`src/rtl/riscv_inst_decode_queue_if.sv`:
```
// Fetch-to-decode bus for riscv_inst_decode_queue: raw instruction in, decoded head entry out.
// out_illegal exists only when RISCV_INST_DECODE_ILLEGAL_EN is defined.
interface riscv_inst_decode_queue_if #(
   parameter int XLEN  = 32,
   parameter int DEPTH = 4
);
   localparam int CW = $clog2(DEPTH + 1);

   logic            in_val;
   logic            in_rdy;
   logic [31:0]     in_inst;
   logic [XLEN-1:0] in_pc;
   logic            out_val;
   logic            out_rdy;
   logic [6:0]      out_opcode;
   logic [4:0]      out_rd;
   logic [4:0]      out_rs1;
   logic [4:0]      out_rs2;
   logic [2:0]      out_funct3;
   logic [6:0]      out_funct7;
   logic [2:0]      out_fmt;
   logic [XLEN-1:0] out_imm;
   logic [XLEN-1:0] out_pc;
   logic [XLEN-1:0] out_target;
   logic [CW-1:0]   count;
`ifdef RISCV_INST_DECODE_ILLEGAL_EN
   logic            out_illegal;
`endif

   modport slave (
      input  in_val, in_inst, in_pc, out_rdy,
      output in_rdy, out_val, out_opcode, out_rd, out_rs1, out_rs2, out_funct3,
             out_funct7, out_fmt, out_imm, out_pc, out_target, count
`ifdef RISCV_INST_DECODE_ILLEGAL_EN
      , output out_illegal
`endif
   );

   modport master (
      output in_val, in_inst, in_pc, out_rdy,
      input  in_rdy, out_val, out_opcode, out_rd, out_rs1, out_rs2, out_funct3,
             out_funct7, out_fmt, out_imm, out_pc, out_target, count
`ifdef RISCV_INST_DECODE_ILLEGAL_EN
      , input out_illegal
`endif
   );
endinterface

```
`src/rtl/riscv_inst_decode_queue.sv`:
```
// DEPTH-entry instruction queue that presents its head entry fully decoded (fields, format, imm, target).
// Define RISCV_INST_DECODE_ILLEGAL_EN to add the out_illegal legality flag.
module riscv_inst_decode_queue #(
   parameter int XLEN  = 32,
   parameter int DEPTH = 4
) (
   input logic                    clk,
   input logic                    reset,
   input logic                    flush,
   riscv_inst_decode_queue_if.slave q
);
   localparam int PW = $clog2(DEPTH);
   localparam int CW = $clog2(DEPTH + 1);

   typedef enum logic [2:0] {
      FMT_R   = 3'd0,
      FMT_I   = 3'd1,
      FMT_S   = 3'd2,
      FMT_SB  = 3'd3,
      FMT_U   = 3'd4,
      FMT_UJ  = 3'd5,
      FMT_ILL = 3'd7
   } fmt_e;

   logic [31:0]     inst_mem [DEPTH];
   logic [XLEN-1:0] pc_mem   [DEPTH];
   logic [PW-1:0]   wr_ptr;
   logic [PW-1:0]   rd_ptr;
   logic [CW-1:0]   count_r;
   logic            enq;
   logic            deq;
   logic [31:0]     head_inst;
   logic [XLEN-1:0] head_pc;
   fmt_e            fmt;
   logic signed [31:0] imm32;
   logic [XLEN-1:0] imm;

   // Handshake: a beat transfers on a cycle where val && rdy at the rising edge. in_rdy ignores
   // out_rdy (no pass-through when full) and drops while flush is high; out_val is occupancy only.
   assign q.in_rdy  = (count_r != CW'(DEPTH)) && !flush;
   assign q.out_val = (count_r != '0);
   assign enq       = q.in_val && q.in_rdy;
   assign deq       = q.out_val && q.out_rdy;

   always_ff @(posedge clk) begin
      if (reset) begin
         wr_ptr  <= '0;
         rd_ptr  <= '0;
         count_r <= '0;
         for (int i = 0; i < DEPTH; i++) begin
            inst_mem[i] <= '0;
            pc_mem[i]   <= '0;
         end
      end else if (flush) begin
         wr_ptr  <= '0;
         rd_ptr  <= '0;
         count_r <= '0;
      end else begin
         if (enq) begin
            inst_mem[wr_ptr] <= q.in_inst;
            pc_mem[wr_ptr]   <= q.in_pc;
            wr_ptr           <= wr_ptr + PW'(1);
         end
         if (deq) rd_ptr <= rd_ptr + PW'(1);
         if (enq && !deq)      count_r <= count_r + CW'(1);
         else if (deq && !enq) count_r <= count_r - CW'(1);
      end
   end

   // Everything below decodes the registered head entry only.
   assign head_inst = inst_mem[rd_ptr];
   assign head_pc   = pc_mem[rd_ptr];

   always_comb begin
      fmt = FMT_ILL;
      case (head_inst[6:0])
         7'b0110011:                         fmt = FMT_R;
         7'b0010011, 7'b0000011, 7'b1100111: fmt = FMT_I;
         7'b0100011:                         fmt = FMT_S;
         7'b1100011:                         fmt = FMT_SB;
         7'b0110111, 7'b0010111:             fmt = FMT_U;
         7'b1101111:                         fmt = FMT_UJ;
         default:                            fmt = FMT_ILL;
      endcase
   end

   always_comb begin
      imm32 = '0;
      case (fmt)
         FMT_I:   imm32 = {{20{head_inst[31]}}, head_inst[31:20]};
         FMT_S:   imm32 = {{20{head_inst[31]}}, head_inst[31:25], head_inst[11:7]};
         FMT_SB:  imm32 = {{20{head_inst[31]}}, head_inst[7], head_inst[30:25],
                           head_inst[11:8], 1'b0};
         FMT_U:   imm32 = {head_inst[31:12], 12'b0};
         FMT_UJ:  imm32 = {{12{head_inst[31]}}, head_inst[19:12], head_inst[20],
                           head_inst[30:21], 1'b0};
         default: imm32 = '0;
      endcase
   end

   // Signed size cast widens to XLEN by replicating bit 31.
   assign imm = XLEN'(imm32);

   assign q.out_opcode = head_inst[6:0];
   assign q.out_rd     = head_inst[11:7];
   assign q.out_funct3 = head_inst[14:12];
   assign q.out_rs1    = head_inst[19:15];
   assign q.out_rs2    = head_inst[24:20];
   assign q.out_funct7 = head_inst[31:25];
   assign q.out_fmt    = fmt;
   assign q.out_imm    = imm;
   assign q.out_pc     = head_pc;
   assign q.out_target = (fmt == FMT_SB || fmt == FMT_UJ) ? head_pc + imm : head_pc + XLEN'(4);
   assign q.count      = count_r;

`ifdef RISCV_INST_DECODE_ILLEGAL_EN
   logic illegal;

   always_comb begin
      illegal = 1'b0;
      case (fmt)
         FMT_ILL: illegal = 1'b1;
         FMT_R:   illegal = !(head_inst[31:25] == 7'b0000000 || head_inst[31:25] == 7'b0100000 ||
                              head_inst[31:25] == 7'b0000001);
         FMT_S:   illegal = (head_inst[14:12] > 3'b010);
         FMT_SB:  illegal = (head_inst[14:12] == 3'b010 || head_inst[14:12] == 3'b011);
         default: illegal = 1'b0;
      endcase
      if (head_inst[1:0] != 2'b11) illegal = 1'b1;
   end

   assign q.out_illegal = q.out_val && illegal;
`endif
endmodule
```
`src/flat_wrapper.sv`:
```
// flat-port wrapper written by rule: the top's interface ports become plain ports
module riscv_inst_decode_queue_flat 
#(
   parameter int XLEN  = 32,
   parameter int DEPTH = 4
)
  (clk, reset, flush, q_in_val, q_in_inst, q_in_pc, q_out_rdy, q_in_rdy, q_out_val, q_out_opcode, q_out_rd, q_out_rs1, q_out_rs2, q_out_funct3, q_out_funct7, q_out_fmt, q_out_imm, q_out_pc, q_out_target, q_count);
  riscv_inst_decode_queue_if #(.XLEN(XLEN), .DEPTH(DEPTH)) q_i ();
  input logic clk;
  input logic reset;
  input logic flush;
  input wire logic [$bits(q_i.in_val)-1:0] q_in_val;
  input wire logic [$bits(q_i.in_inst)-1:0] q_in_inst;
  input wire logic [$bits(q_i.in_pc)-1:0] q_in_pc;
  input wire logic [$bits(q_i.out_rdy)-1:0] q_out_rdy;
  output wire logic [$bits(q_i.in_rdy)-1:0] q_in_rdy;
  output wire logic [$bits(q_i.out_val)-1:0] q_out_val;
  output wire logic [$bits(q_i.out_opcode)-1:0] q_out_opcode;
  output wire logic [$bits(q_i.out_rd)-1:0] q_out_rd;
  output wire logic [$bits(q_i.out_rs1)-1:0] q_out_rs1;
  output wire logic [$bits(q_i.out_rs2)-1:0] q_out_rs2;
  output wire logic [$bits(q_i.out_funct3)-1:0] q_out_funct3;
  output wire logic [$bits(q_i.out_funct7)-1:0] q_out_funct7;
  output wire logic [$bits(q_i.out_fmt)-1:0] q_out_fmt;
  output wire logic [$bits(q_i.out_imm)-1:0] q_out_imm;
  output wire logic [$bits(q_i.out_pc)-1:0] q_out_pc;
  output wire logic [$bits(q_i.out_target)-1:0] q_out_target;
  output wire logic [$bits(q_i.count)-1:0] q_count;
  assign q_i.in_val = q_in_val;
  assign q_i.in_inst = q_in_inst;
  assign q_i.in_pc = q_in_pc;
  assign q_i.out_rdy = q_out_rdy;
  assign q_in_rdy = q_i.in_rdy;
  assign q_out_val = q_i.out_val;
  assign q_out_opcode = q_i.out_opcode;
  assign q_out_rd = q_i.out_rd;
  assign q_out_rs1 = q_i.out_rs1;
  assign q_out_rs2 = q_i.out_rs2;
  assign q_out_funct3 = q_i.out_funct3;
  assign q_out_funct7 = q_i.out_funct7;
  assign q_out_fmt = q_i.out_fmt;
  assign q_out_imm = q_i.out_imm;
  assign q_out_pc = q_i.out_pc;
  assign q_out_target = q_i.out_target;
  assign q_count = q_i.count;
  riscv_inst_decode_queue #(.XLEN(XLEN), .DEPTH(DEPTH)) u_core (.clk(clk), .reset(reset), .flush(flush), .q(q_i));
endmodule
```
`config.mk`:
```
export PLATFORM = sky130hd
export DESIGN_NAME = riscv_inst_decode_queue_flat
export DESIGN_NICKNAME = d
export VERILOG_FILES = /design/src/rtl/riscv_inst_decode_queue_if.sv /design/src/rtl/riscv_inst_decode_queue.sv /design/src/flat_wrapper.sv
export SDC_FILE = /design/constraint.sdc
export NUM_CORES = 1
export LEC_CHECK = 0
export ABC_AREA = 1
export BUFFER_PORTS_ARGS = -buffer_cell sky130_fd_sc_hd__buf_2
export CAP_MARGIN = 20
export CORE_UTILIZATION = 59
export CTS_BUF_LIST = sky130_fd_sc_hd__clkbuf_4 sky130_fd_sc_hd__clkbuf_8 sky130_fd_sc_hd__clkbuf_16
export DETAILED_ROUTE_END_ITERATION = 8
export PLACE_DENSITY_LB_ADDON = 0.08
export SKIP_CTS_REPAIR_TIMING = 1
export SLEW_MARGIN = 20
export SYNTH_ARGS = -nofsm -noshare
export SYNTH_HDL_FRONTEND = slang
export SYNTH_SLANG_ARGS = --single-unit
export TNS_END_PERCENT = 10
```
`constraint.sdc`:
```
create_clock -name clk -period 8.9 [get_ports clk]
set_clock_uncertainty 0.05 [all_clocks]
set_input_delay 0.89 -clock clk [delete_from_list [all_inputs] [get_ports clk]]
set_output_delay 0.89 -clock clk [all_outputs]
set_load 0.005 [all_outputs]
```
==> results of run 1 <==
==> stage by stage <==
step                instance area [µm²]  util, %  hold WS [ns]
finish                            17400     68.7         0.423
global route                      17400     68.7         0.453
CTS                               17400     68.7         0.426
detailed placement                16500     65.3         0.413
global placement                  16500     65.2         0.391
floorplan                         15400        -         0.386
==> report_power, final <==
part	switching [mW]	internal, mW
clock	0.473	0.635
sequential	0.0207	1.43
combinational	0.274	0.116
total	0.768	2.18
==> worst min-delay path by stage <==
stage,startpoint,endpoint,slack [ns],cells after the start
2_1_floorplan,u_core.rd_ptr[1],register,0.39,2
3_3_place_gp,u_core.rd_ptr[1],register,0.39,2
3_5_place_dp,u_core.rd_ptr[1],register,0.41,2
4_1_cts,u_core.rd_ptr[1],register,0.43,2
5_1_grt,u_core.rd_ptr[1],register,0.45,2
6_report,u_core.rd_ptr[1],register,0.42,2
==> area by class of cell <==
class	count	area, µm²	share of cell area (%)
inverter	253	951	5.46
clock inverter	7	50.0	0.287
multi-input combinational	1280	6170	35.5
tap	330	413	2.37
clock buffer	42	820	4.71
timing repair buffer	216	1130	6.50
sequential	265	7870	45.2
==> flip-flops by register name, indices dropped and copies added (netlist names), named ones only <==
name / flops
u_core.pc_mem: 128
u_core.q.count: 3
u_core.wr_ptr: 2
u_core.rd_ptr: 2
u_core.inst_mem: 128
==> cells in the mapped netlist (10+ instances only) <==
cell and count:
nand2_1 408, nor2_1 400, edfxtp_1 256, inv_1 240
nand3_1 108, o21ai_0 91, a21oi_1 56, clkbuf_1 39
ha_1 33, o21ai_1 20, xor2_1 20, o22ai_1 18
buf_2 16, inv_2 12, nand4_1 12, xnor2_1 12
buf_4 10, buf_6 10
==> cells by family after synthesis <==
family	count (synthesis)	synth area share [%]
simple gates	977	26.0
buf+inv	329	8.91
flops	265	51.2
compound gates	236	9.09
fa+ha+maj	35	2.95
xor+xnor	32	1.83
==> tightest hold or removal path, delay by kind of cell, from the launching register on <==
| family | cells | cell delay, ns |
|---|---|---|
| buf+inv | 1 | 0.06 |
| flops | 1 | 0.30 |
| compound gates | 1 | 0.07 |
==> per-layer routing <==
layer | share of wire, % | wire, µm | vias up
met5 | 0 | 0 | -
met4 | 3.5 | 1700 | 0
met3 | 10 | 5010 | 103
met2 | 46 | 22400 | 817
met1 | 40 | 19300 | 6450
li1 | - | - | 6435
==> key figures, run 1 <==
Status
  • Status: complete, no violations

GRT
  • Most Used Layer, Global Route: met2
  • GRT Total Usage: 36.6%
  • Global-route wire length before repair: 73,000 µm
  • Largest net degree at the start of global routing: 69
  • Initial antenna violation count: 0
  • GR Util met1: 49.3%
  • Remaining Overflow, GRT: 0
  • Vias in the first global route: 13,500
  • Met3 Track Usage GR: 5.92%
  • Met2 Use GR: 58.9%

Synth
  • Synth area leaders: edfxtp_1, nand2_1, nor2_1, inv_1, nand3_1
  • Yosys Warn Count: 0
  • Post-synthesis net count: 1,978
  • Number of synthesized flops with an enable pin: 256
  • Syn_area_per_cell: 8.19 µm²
  • Yosys top cell by area: edfxtp_1
  • Top_reg_cell synth: edfxtp_1
  • Post-synth ARST share: 0%
  • Post-synth top area share: 50.1%
  • Sequential fraction of the synthesis area: 51.2%
  • Mapped Cells: 1,874
  • FF+latch count, synth: 265
  • Synthesized area: 15,400 µm²
  • Distinct cells, synth: 49

Setup path
  • WP data required: 7.96 ns
  • CP Data Arrival Time: 6.60 ns
  • Crit path largest cell delay: 0.59 ns
  • Crit-path leading delay family: simple AND/OR/NAND/NOR gates
  • Worst Path Max Fanout: 58
  • Setup Crit Path Kind: reg2out
  • CP cell instances: buf_4 -> inv_2 -> nand3_1 -> nand2_1 -> nand2_1 -> nor2_2 -> nand2_1 -> nand2_1 -> nor3_1 -> a22o_1 -> ha_1 -> inv_1 -> fa_1 -> o21ai_1 -> a21boi_0 -> o21ai_0 -> nand2_1 -> nand2_1 -> nand2_1 -> nand2_1 -> nand2_1 -> nand3_1 -> nand2_1 -> buf_2
  • Reg2reg end: u_core.inst_mem[3][18]
  • Crit-path most repeated cell: nand2_1
  • Worst Reg2Reg Path Length in Cells: 7
  • Crit path launch type: register
  • Worst setup EP type: output pin
  • Worst Setup EP: q_out_target[22]
  • Critical path buffers and inverters: 4
  • Critical-path cell with the highest stage delay: nand2_1
  • Flop2flop setup slack: 5.81 ns
  • Critical path depth in cells: 24
  • R2R Path Start: u_core.q.count[0]

STA
  • Final Hold Violating Endpoints: 0
  • Final min period: 7.54 ns
  • Tcrit/Tclk final: 84.7%
  • Unrepaired setup endpoints after global routing: false
  • Slew @ Worst Pin: 1.04 ns
  • Setup TNS: 0 ns
  • Final setup margin: 1.36 ns
  • Final setup vio count: 0
  • Slew Viols, Final: 0
  • Relative slew margins: 30.8%
  • Max Clk Rate: 133 MHz

Placement
  • DP Worst Slack: 2.21 ns
  • RePlAce Congestion: 1.04
  • Placed cell count: 2,344
  • DPL Wire Length: 33,900 µm
  • PortBufs: 204

CTS
  • Later-pin clock latency in the skew report: 0.56 ns
  • # H-tree levels: 1
  • Root Driver: clkbuf_16
  • Clock Sinks: 265
  • Clock transition at path regs: 0.06 ns
  • CTS tree: built
  • Clk buf depth: 3
  • Cts bufs inserted: 27

Route
  • Via count: 13,800
  • Antenna viol nets, final: 0
  • DRT Wirelength: 48,400 µm
  • DRC: 0
  • Initial DRC count: 1,665
  • Routed wire length per instance: 20.2 µm
  • DRT Pass-1 Iters: 6
  • Drt via density: 5.77

Power and ir drop
  • Power Dens Cells: 169 nW/µm²
  • Peak supply drop: 0.148 mV
  • P_leak: 7.83 nW
  • Total power: 2.95 mW

Die
  • # IOs: 205
  • Core ar.: 25,300 µm²
  • Cell Rows: 58
  • Initial core utilization: 60.6%
  • Die Wd: 163 µm
  • DIE AREA: 26,700 µm²
  • Die height: 163 µm

Cells and area
  • Commonest cells after routing, fill and taps aside: nand2_1, nor2_1, edfxtp_1
  • Final nets: 2,147
  • Layout cells sized above 1: 15.9%
  • Inserted Diodes: 0
  • Finished Layout Cells: 2,393
  • Commonest non-fill, non-tap cell in the layout: nand2_1
  • Layout area overhead: 13.4%
  • Number of fill cells: 2,032

Job
  • Max Cap Violations: 0

Worst hold path
  • Hold Crit Class: reg2reg
Note: power is estimated with default switching activity, not from simulation.
==> inputs of run 2 (changes only) <==
==> constraint.sdc (replaced) <==
create_clock -name clk -period 7 [get_ports clk]
set_clock_uncertainty 0.05 [all_clocks]
set_input_delay 0.7 -clock clk [delete_from_list [all_inputs] [get_ports clk]]
set_output_delay 0.7 -clock clk [all_outputs]
set_load 0.005 [all_outputs]
==> key figures, run 2 (synthesis results as in run 1) <==
Status
  • Status: complete, no violations

STA
  • Slew @ Worst Pin: 1.07 ns (+0.0332 ns)
  • Tcrit/Tclk final: 93.1%
  • Final Hold Violating Endpoints: 0 (unchanged)
  • Slew Viols, Final: 0 (unchanged)
  • Max Clk Rate: 153 MHz
  • Final min period: 6.52 ns
  • Final setup vio count: 0 (unchanged)
  • Unrepaired setup endpoints after global routing: false
  • Relative slew margins: 28.6% (-2.2 points)
  • Setup TNS: 0 ns (unchanged)

Placement
  • Placed cell count: 2,350 (+0.26%)
  • DPL Wire Length: 32,800 µm (-3.0%)
  • RePlAce Congestion: 0.997 (-4.2%)
  • PortBufs: 204 (unchanged)

CTS
  • Cts bufs inserted: 28 (+3.7%)
  • CTS tree: built
  • Root Driver: clkbuf_16
  • Clk buf depth: 3 (unchanged)
  • # H-tree levels: 1 (unchanged)
  • Later-pin clock latency in the skew report: 0.55 ns (about the same)
  • Clock transition at path regs: 0.06 ns (about the same)
  • Clock Sinks: 265 (unchanged)

Cells and area
  • Commonest non-fill, non-tap cell in the layout: nand2_1
  • Commonest cells after routing, fill and taps aside: nand2_1, nor2_1, edfxtp_1
  • Utilization after layout: 68.8% (about the same)
  • Number of fill cells: 2,029 (-0.15%)
  • Finished Layout Cells: 2,396 (+0.13%)
  • Final nets: 2,154 (+0.33%)
  • Inserted Diodes: 0 (unchanged)
  • Layout area overhead: 13.4% (about the same)
  • Layout cells sized above 1: 15.9% (+0.025 points)

Route
  • Initial DRC count: 1,720 (+3.3%)
  • Antenna viol nets, final: 0 (unchanged)
  • DRC: 0 (unchanged)
  • DRT Wirelength: 47,500 µm (-1.9%)
  • Via count: 13,800 (+0.22%)
  • Routed wire length per instance: 19.8 µm (-2.1%)
  • Drt via density: 5.77 (about the same)
  • DRT Pass-1 Iters: 6 (unchanged)

Power and ir drop
  • Power Dens Cells: 214 nW/µm² (+26%)
  • Switching Fraction: 26.0% (-0.078 points)
  • Total power: 3.72 mW (+26%)
  • Comb pwr share: 13.3% (about the same)
  • Clock power share: 37.3% (-0.3 points)
  • Peak supply drop: 0.245 mV (+66%)
  • P_leak: 7.83 nW (about the same)
  • Internal power: 2.75 mW (+26%)
  • Sequential Power Share: 49.4% (+0.3 points)
  • P_sw: 0.967 mW (+26%)

Setup path
  • Setup Crit Path Kind: reg2out
  • Critical-path cell with the highest stage delay: dfxtp_4
  • Crit path launch type: register
  • Worst Path Max Fanout: 54 (-6.9%)
  • Crit-path most repeated cell: nand2_1
  • CP Data Arrival Time: 5.77 ns (-0.83 ns)
  • Worst setup EP type: output pin
  • Crit path largest cell delay: 0.74 ns (+0.15 ns)
  • WP data required: 6.25 ns (-1.71 ns)

GRT
  • Initial antenna violation count: 0 (unchanged)
  • Vias in the first global route: 12,900 (-4.3%)
  • Global-route wire length before repair: 71,600 µm (-1.9%)
  • Largest net degree at the start of global routing: 66 (-4.3%)
  • GRT Total Usage: 35.6% (-0.91 points)
  • Remaining Overflow, GRT: 0 (unchanged)

Die
  • Die Wd: 163 µm (unchanged)
  • # IOs: 205 (unchanged)
  • Initial core utilization: 60.6% (unchanged)
  • Die height: 163 µm (unchanged)
  • DIE AREA: 26,700 µm² (unchanged)
  • Cell Rows: 58 (unchanged)
  • Core ar.: 25,300 µm² (unchanged)

Worst hold path
  • Hold Crit Class: in2reg

Job
  • Max Cap Violations: 0 (unchanged)
## run 2: worst paths after layout
path	from	to	slack, ns	cells after the start
hold reg to reg	u_core.rd_ptr[0]	register	0.44	1
setup / recovery	register	q_out_target[29]	0.48	26
setup reg to reg	u_core.q.count[0]	u_core.inst_mem[0][17]	3.47	8
hold / removal	q_in_inst[11]	u_core.inst_mem[0][11]	0.42	3
## run 2: through the flow
step | setup WS (ns) | cell area (µm²) | hold slack (ns)
2_1_floorplan | 0.647 | 15400 | 0.386
4_1_cts | 0.638 | 17400 | 0.409
3_3_place_gp | 1.25 | 16600 | 0.401
5_1_grt | 0.0784 | 17400 | 0.429
6_report | 0.484 | 17400 | 0.418
3_5_place_dp | 1.24 | 16600 | 0.422
## run 2: area by class of cell
type / count / area, µm² / area share (%)
well taps: 330 / 413 / 2.37
multi-input cells: 1280 / 6170 / 35.5
inverters: 253 / 951 / 5.46
clock buffers: 34 / 746 / 4.28
clock inverters: 12 / 101 / 0.582
flip-flops and latches: 265 / 7870 / 45.2
repair buffers: 222 / 1160 / 6.64
## run 2: layer usage
layer,track usage (%),part of all wire (%)
met1,50.7,41
met4,10.8,2.8
met3,5.26,11
met5,0,0
met2,56.4,46
## run 2: worst max-delay path, delay by kind of cell, from the launching register on
kind | cells | cell delay (ns)
simple gates | 18 | 2.33
flops | 1 | 0.74
buf+inv | 4 | 0.77
fa+ha+maj | 1 | 0.37
compound gates | 3 | 0.97
## run 2: power groups by stage
stage	combinational [mW]	sequential (mW)	clock (mW)
floorplan	0.281	1.87	0
global route	0.537	1.84	1.45
finish	0.496	1.84	1.39
detailed placement	0.483	1.87	0
global placement	0.478	1.87	0
CTS	0.486	1.84	1.39
==> inputs of run 3 (changes only) <==
--- a/config.mk
+++ b/config.mk
@@ -5,10 +5,9 @@
 export SDC_FILE = /design/constraint.sdc
 export NUM_CORES = 1
 export LEC_CHECK = 0
-export ABC_AREA = 1
 export BUFFER_PORTS_ARGS = -buffer_cell sky130_fd_sc_hd__buf_2
 export CAP_MARGIN = 20
-export CORE_UTILIZATION = 59
+export CORE_UTILIZATION = 58
 export CTS_BUF_LIST = sky130_fd_sc_hd__clkbuf_4 sky130_fd_sc_hd__clkbuf_8 sky130_fd_sc_hd__clkbuf_16
 export DETAILED_ROUTE_END_ITERATION = 8
 export PLACE_DENSITY_LB_ADDON = 0.08
==> key figures, run 3 <==
Status
  • Status: complete, no violations

Synth
  • Largest family of logic cells by synthesized area: simple AND/OR/NAND/NOR gates
  • Top_reg_cell synth: edfxtp_1
  • Yosys Warn Count: 0 (unchanged)
  • Syn_area_per_cell: 11.8 µm² (+44%)
  • Distinct cells, synth: 69 (+41%)
  • Post-synth top area share: 55.4% (+5.3 points)
  • Simple-gate area share of the yosys netlist: 14.5% (-11 points)
  • Post-synth ARST share: 0% (unchanged)
  • Mapped Cells: 1,173 (-37%)
  • Synth Area in Compound Gates: 6.89% (-2.2 points)
  • Number of synthesized flops with an enable pin: 256 (unchanged)
  • Count leader, synth: edfxtp_1
  • Synth cell count leaders: edfxtp_1, nor2_1, nand2_1
  • Synthesized area: 13,900 µm² (-9.6%)
  • Post-synthesis net count: 1,277 (-35%)
  • Sequential fraction of the synthesis area: 56.7% (+5.4 points)
  • Post-Synth XOR/XNOR Area: 3.66% (+1.8 points)
  • FF+latch count, synth: 265 (unchanged)
  • Mux share of post-synthesis cell area: 10.9% (+11 points)
  • Yosys top cell by area: edfxtp_1
  • Synthesized-area fraction occupied by adder cells: 3.26% (+0.31 points)
  • Synth area leaders: edfxtp_1, mux4_2, nor2_1, nand2_1, ha_1

STA
  • Slew Viols, Final: 0 (unchanged)
  • Tcrit/Tclk final: 91.4% (-1.7 points)
  • Max Clk Rate: 156 MHz (+1.8%)
  • Final setup vio count: 0 (unchanged)
  • Final setup margin: 0.602 ns (+0.118 ns)
  • Slew @ Worst Pin: 1.03 ns (-0.0419 ns)
  • Final min period: 6.40 ns (-0.118 ns)
  • Setup TNS: 0 ns (unchanged)
  • Final Hold Violating Endpoints: 0 (unchanged)
  • Relative slew margins: 31.4% (+2.8 points)
  • Unrepaired setup endpoints after global routing: false

Route
  • DRT Pass-1 Iters: 5 (-1)
  • Antenna viol nets, final: 0 (unchanged)
  • DRT Wirelength: 35,300 µm (-26%)
  • Routed wire length per instance: 20.8 µm (+5.1%)
  • DRC: 0 (unchanged)
  • Initial DRC count: 817 (-53%)
  • Drt via density: 5.84 (+1.1%)
  • Via count: 9,901 (-28%)

Setup path
  • CP Data Arrival Time: 5.65 ns (-0.12 ns)
  • Worst Path Max Fanout: 16 (-70%)
  • R2R Path Start: u_core.q.count[0]
  • Worst setup EP type: output pin
  • Critical-path cell with the highest stage delay: mux4_2
  • Crit-path leading delay family: simple AND/OR/NAND/NOR gates
  • CP cell instances: mux4_2 -> nor2b_4 -> and2_4 -> nor2b_4 -> and3_4 -> nor2_2 -> nor2b_1 -> buf_4 -> a21o_1 -> ha_1 -> a21oi_1 -> nor2_1 -> a2111oi_0 -> o21ai_1 -> nor4b_2 -> or4_1 -> nand3_1 -> mux2i_1 -> a21oi_2 -> buf_2
  • Critical path buffers and inverters: 2 (-2)
  • WP data required: 6.25 ns (about the same)
  • Reg2reg end: u_core.inst_mem[0][30]
  • Crit-path most repeated cell: nor2b_4
  • Crit path launch type: register
  • Worst Setup EP: q_out_target[31]
  • Crit path largest cell delay: 0.66 ns (-0.08 ns)
  • Flop2flop setup slack: 4.24 ns (+0.77 ns)
  • Setup Crit Path Kind: reg2out
  • Worst Reg2Reg Path Length in Cells: 5 (-3)
  • Critical path depth in cells: 20 (-23%)

CTS
  • Clock transition at path regs: 0.06 ns (about the same)
  • Cts bufs inserted: 27 (-3.6%)
  • Clk buf depth: 3 (unchanged)
  • CTS tree: built
  • Later-pin clock latency in the skew report: 0.52 ns (-0.03 ns)
  • Clock Sinks: 265 (unchanged)
  • # H-tree levels: 1 (unchanged)
  • Root Driver: clkbuf_16

Cells and area
  • Commonest cells after routing, fill and taps aside: edfxtp_1, nor2_1, buf_2
  • Inserted Diodes: 0 (unchanged)
  • Multi-input gate area in the final layout: 5500 µm² (-11%)
  • Commonest non-fill, non-tap cell in the layout: edfxtp_1
  • Number of fill cells: 1,772 (-13%)
  • Layout area overhead: 15.6%
  • Utilization after layout: 68.4% (-0.39 points)
  • Layout cells sized above 1: 25.1% (+9.1 points)
  • Fin area: 16,000 µm² (-7.8%)
  • Final nets: 1,463 (-32%)
  • Register area: 7870 µm² (unchanged)

GRT
  • Met3 Track Usage GR: 4.87% (-0.38 points)
  • Initial antenna violation count: 0 (unchanged)
  • Met2 Use GR: 46.0% (-10 points)
  • GR Util met1: 41.6% (-9.1 points)
  • Remaining Overflow, GRT: 0 (unchanged)
  • Vias in the first global route: 9,217 (-28%)
  • Largest net degree at the start of global routing: 65 (-1.5%)
  • GRT Total Usage: 29.1% (-6.5 points)
  • Most Used Layer, Global Route: met2
  • Global-route wire length before repair: 53,200 µm (-26%)

Placement
  • DPL Wire Length: 23,500 µm (-28%)
  • Placed inst area: 15,200 µm² (-8.4%)
  • PortBufs: 204 (unchanged)
  • DP Worst Slack: 1.14 ns (-0.104 ns)
  • RePlAce Congestion: 0.929 (-6.8%)

Power and ir drop
  • P_leak: 6.81 nW (-13%)
  • Peak supply drop: 0.194 mV (-21%)
  • Total power: 3.71 mW (-0.20%)
  • Power Dens Cells: 231 nW/µm² (+8.3%)

Die
  • Core ar.: 23,500 µm² (-7.3%)
  • DIE AREA: 24,600 µm² (-7.9%)
  • Cell Rows: 56 (-3.4%)
  • # IOs: 205 (unchanged)
  • Initial core utilization: 59.1% (-1.5 points)
  • Die height: 157 µm (-4.0%)
  • Die Wd: 157 µm (-4.0%)

Worst hold path
  • Hold Crit Class: in2reg

Job
  • Max Cap Violations: 0 (unchanged)
[run 3: cell types whose count changed after synthesis, moves of 12 or more]
cell	change
mux4_2	+63
nor2_1	-154
o21ai_0	-69
o21ai_1	-16
xnor2_1	+20
o22ai_1	-18
nand2_1	-288
inv_1	-163
inv_2	-12
nand3_1	-89
a21o_1	+12
[run 3: layer usage]
metal  wire, µm  share of wire, %
met1      14800                42
met2      16600                47
met3       3020               8.5
met4        935               2.6
met5          0                 0
[run 3: stage by stage]
stage	cells	hold slack, ns
5_1_grt	1696	0.459
4_1_cts	1696	0.430
6_report	1696	0.444
2_1_floorplan	1173	0.435
3_3_place_gp	1649	0.453
3_5_place_dp	1649	0.458
[run 3: how the worst min path moves through the flow]
stage | from | end | slack (ns) | cells past startpoint
floorplan | u_core.rd_ptr[1] | register | 0.43 | 2
global placement | u_core.q.count[2] | u_core.q.count[2] | 0.45 | 2
detailed placement | u_core.q.count[2] | u_core.q.count[2] | 0.46 | 2
CTS | q_in_inst[19] | u_core.inst_mem[3][19] | 0.43 | 3
global route | q_in_inst[12] | u_core.inst_mem[3][12] | 0.46 | 3
finish | q_in_inst[19] | u_core.inst_mem[3][19] | 0.44 | 3
[run 3: worst register-to-register path, stage by stage, from the launching register on]
cell and delay [ns]:
dfxtp_1 0.44, nor2_1 0.07, a21oi_1 0.16, and2_1 0.34, a21o_2 0.65, buf_4 0.64
[run 3: report_power, final]
group | switching (mW) | internal [mW] | total (mW) | leakage [nW]
Sequential | 0.0227 | 1.82 | 1.84 | 2.73
Clock | 0.576 | 0.866 | 1.44 | 0.432
Combinational | 0.263 | 0.168 | 0.431 | 3.64
[run 3: cells by family (layout without fill, tap and decap cells)]
| group | after synthesis | count (layout) |
|---|---|---|
| mux | 70 | 70 |
| buf+inv | 136 | 340 |
| compound gates | 147 | 147 |
| flops | 265 | 265 |
| simple gates | 462 | 462 |
| xor+xnor | 58 | 58 |
| fa+ha+maj | 35 | 35 |
[run 3: layout make-up]
type                       instances  area share, %
sequential                       265           49.1
multi-input combinational        772           34.3
timing repair buffer             216           6.92
clock buffer                      32           4.44
tap                              319           2.49
inverter                          77           1.80
clock inverter                    15           1.04
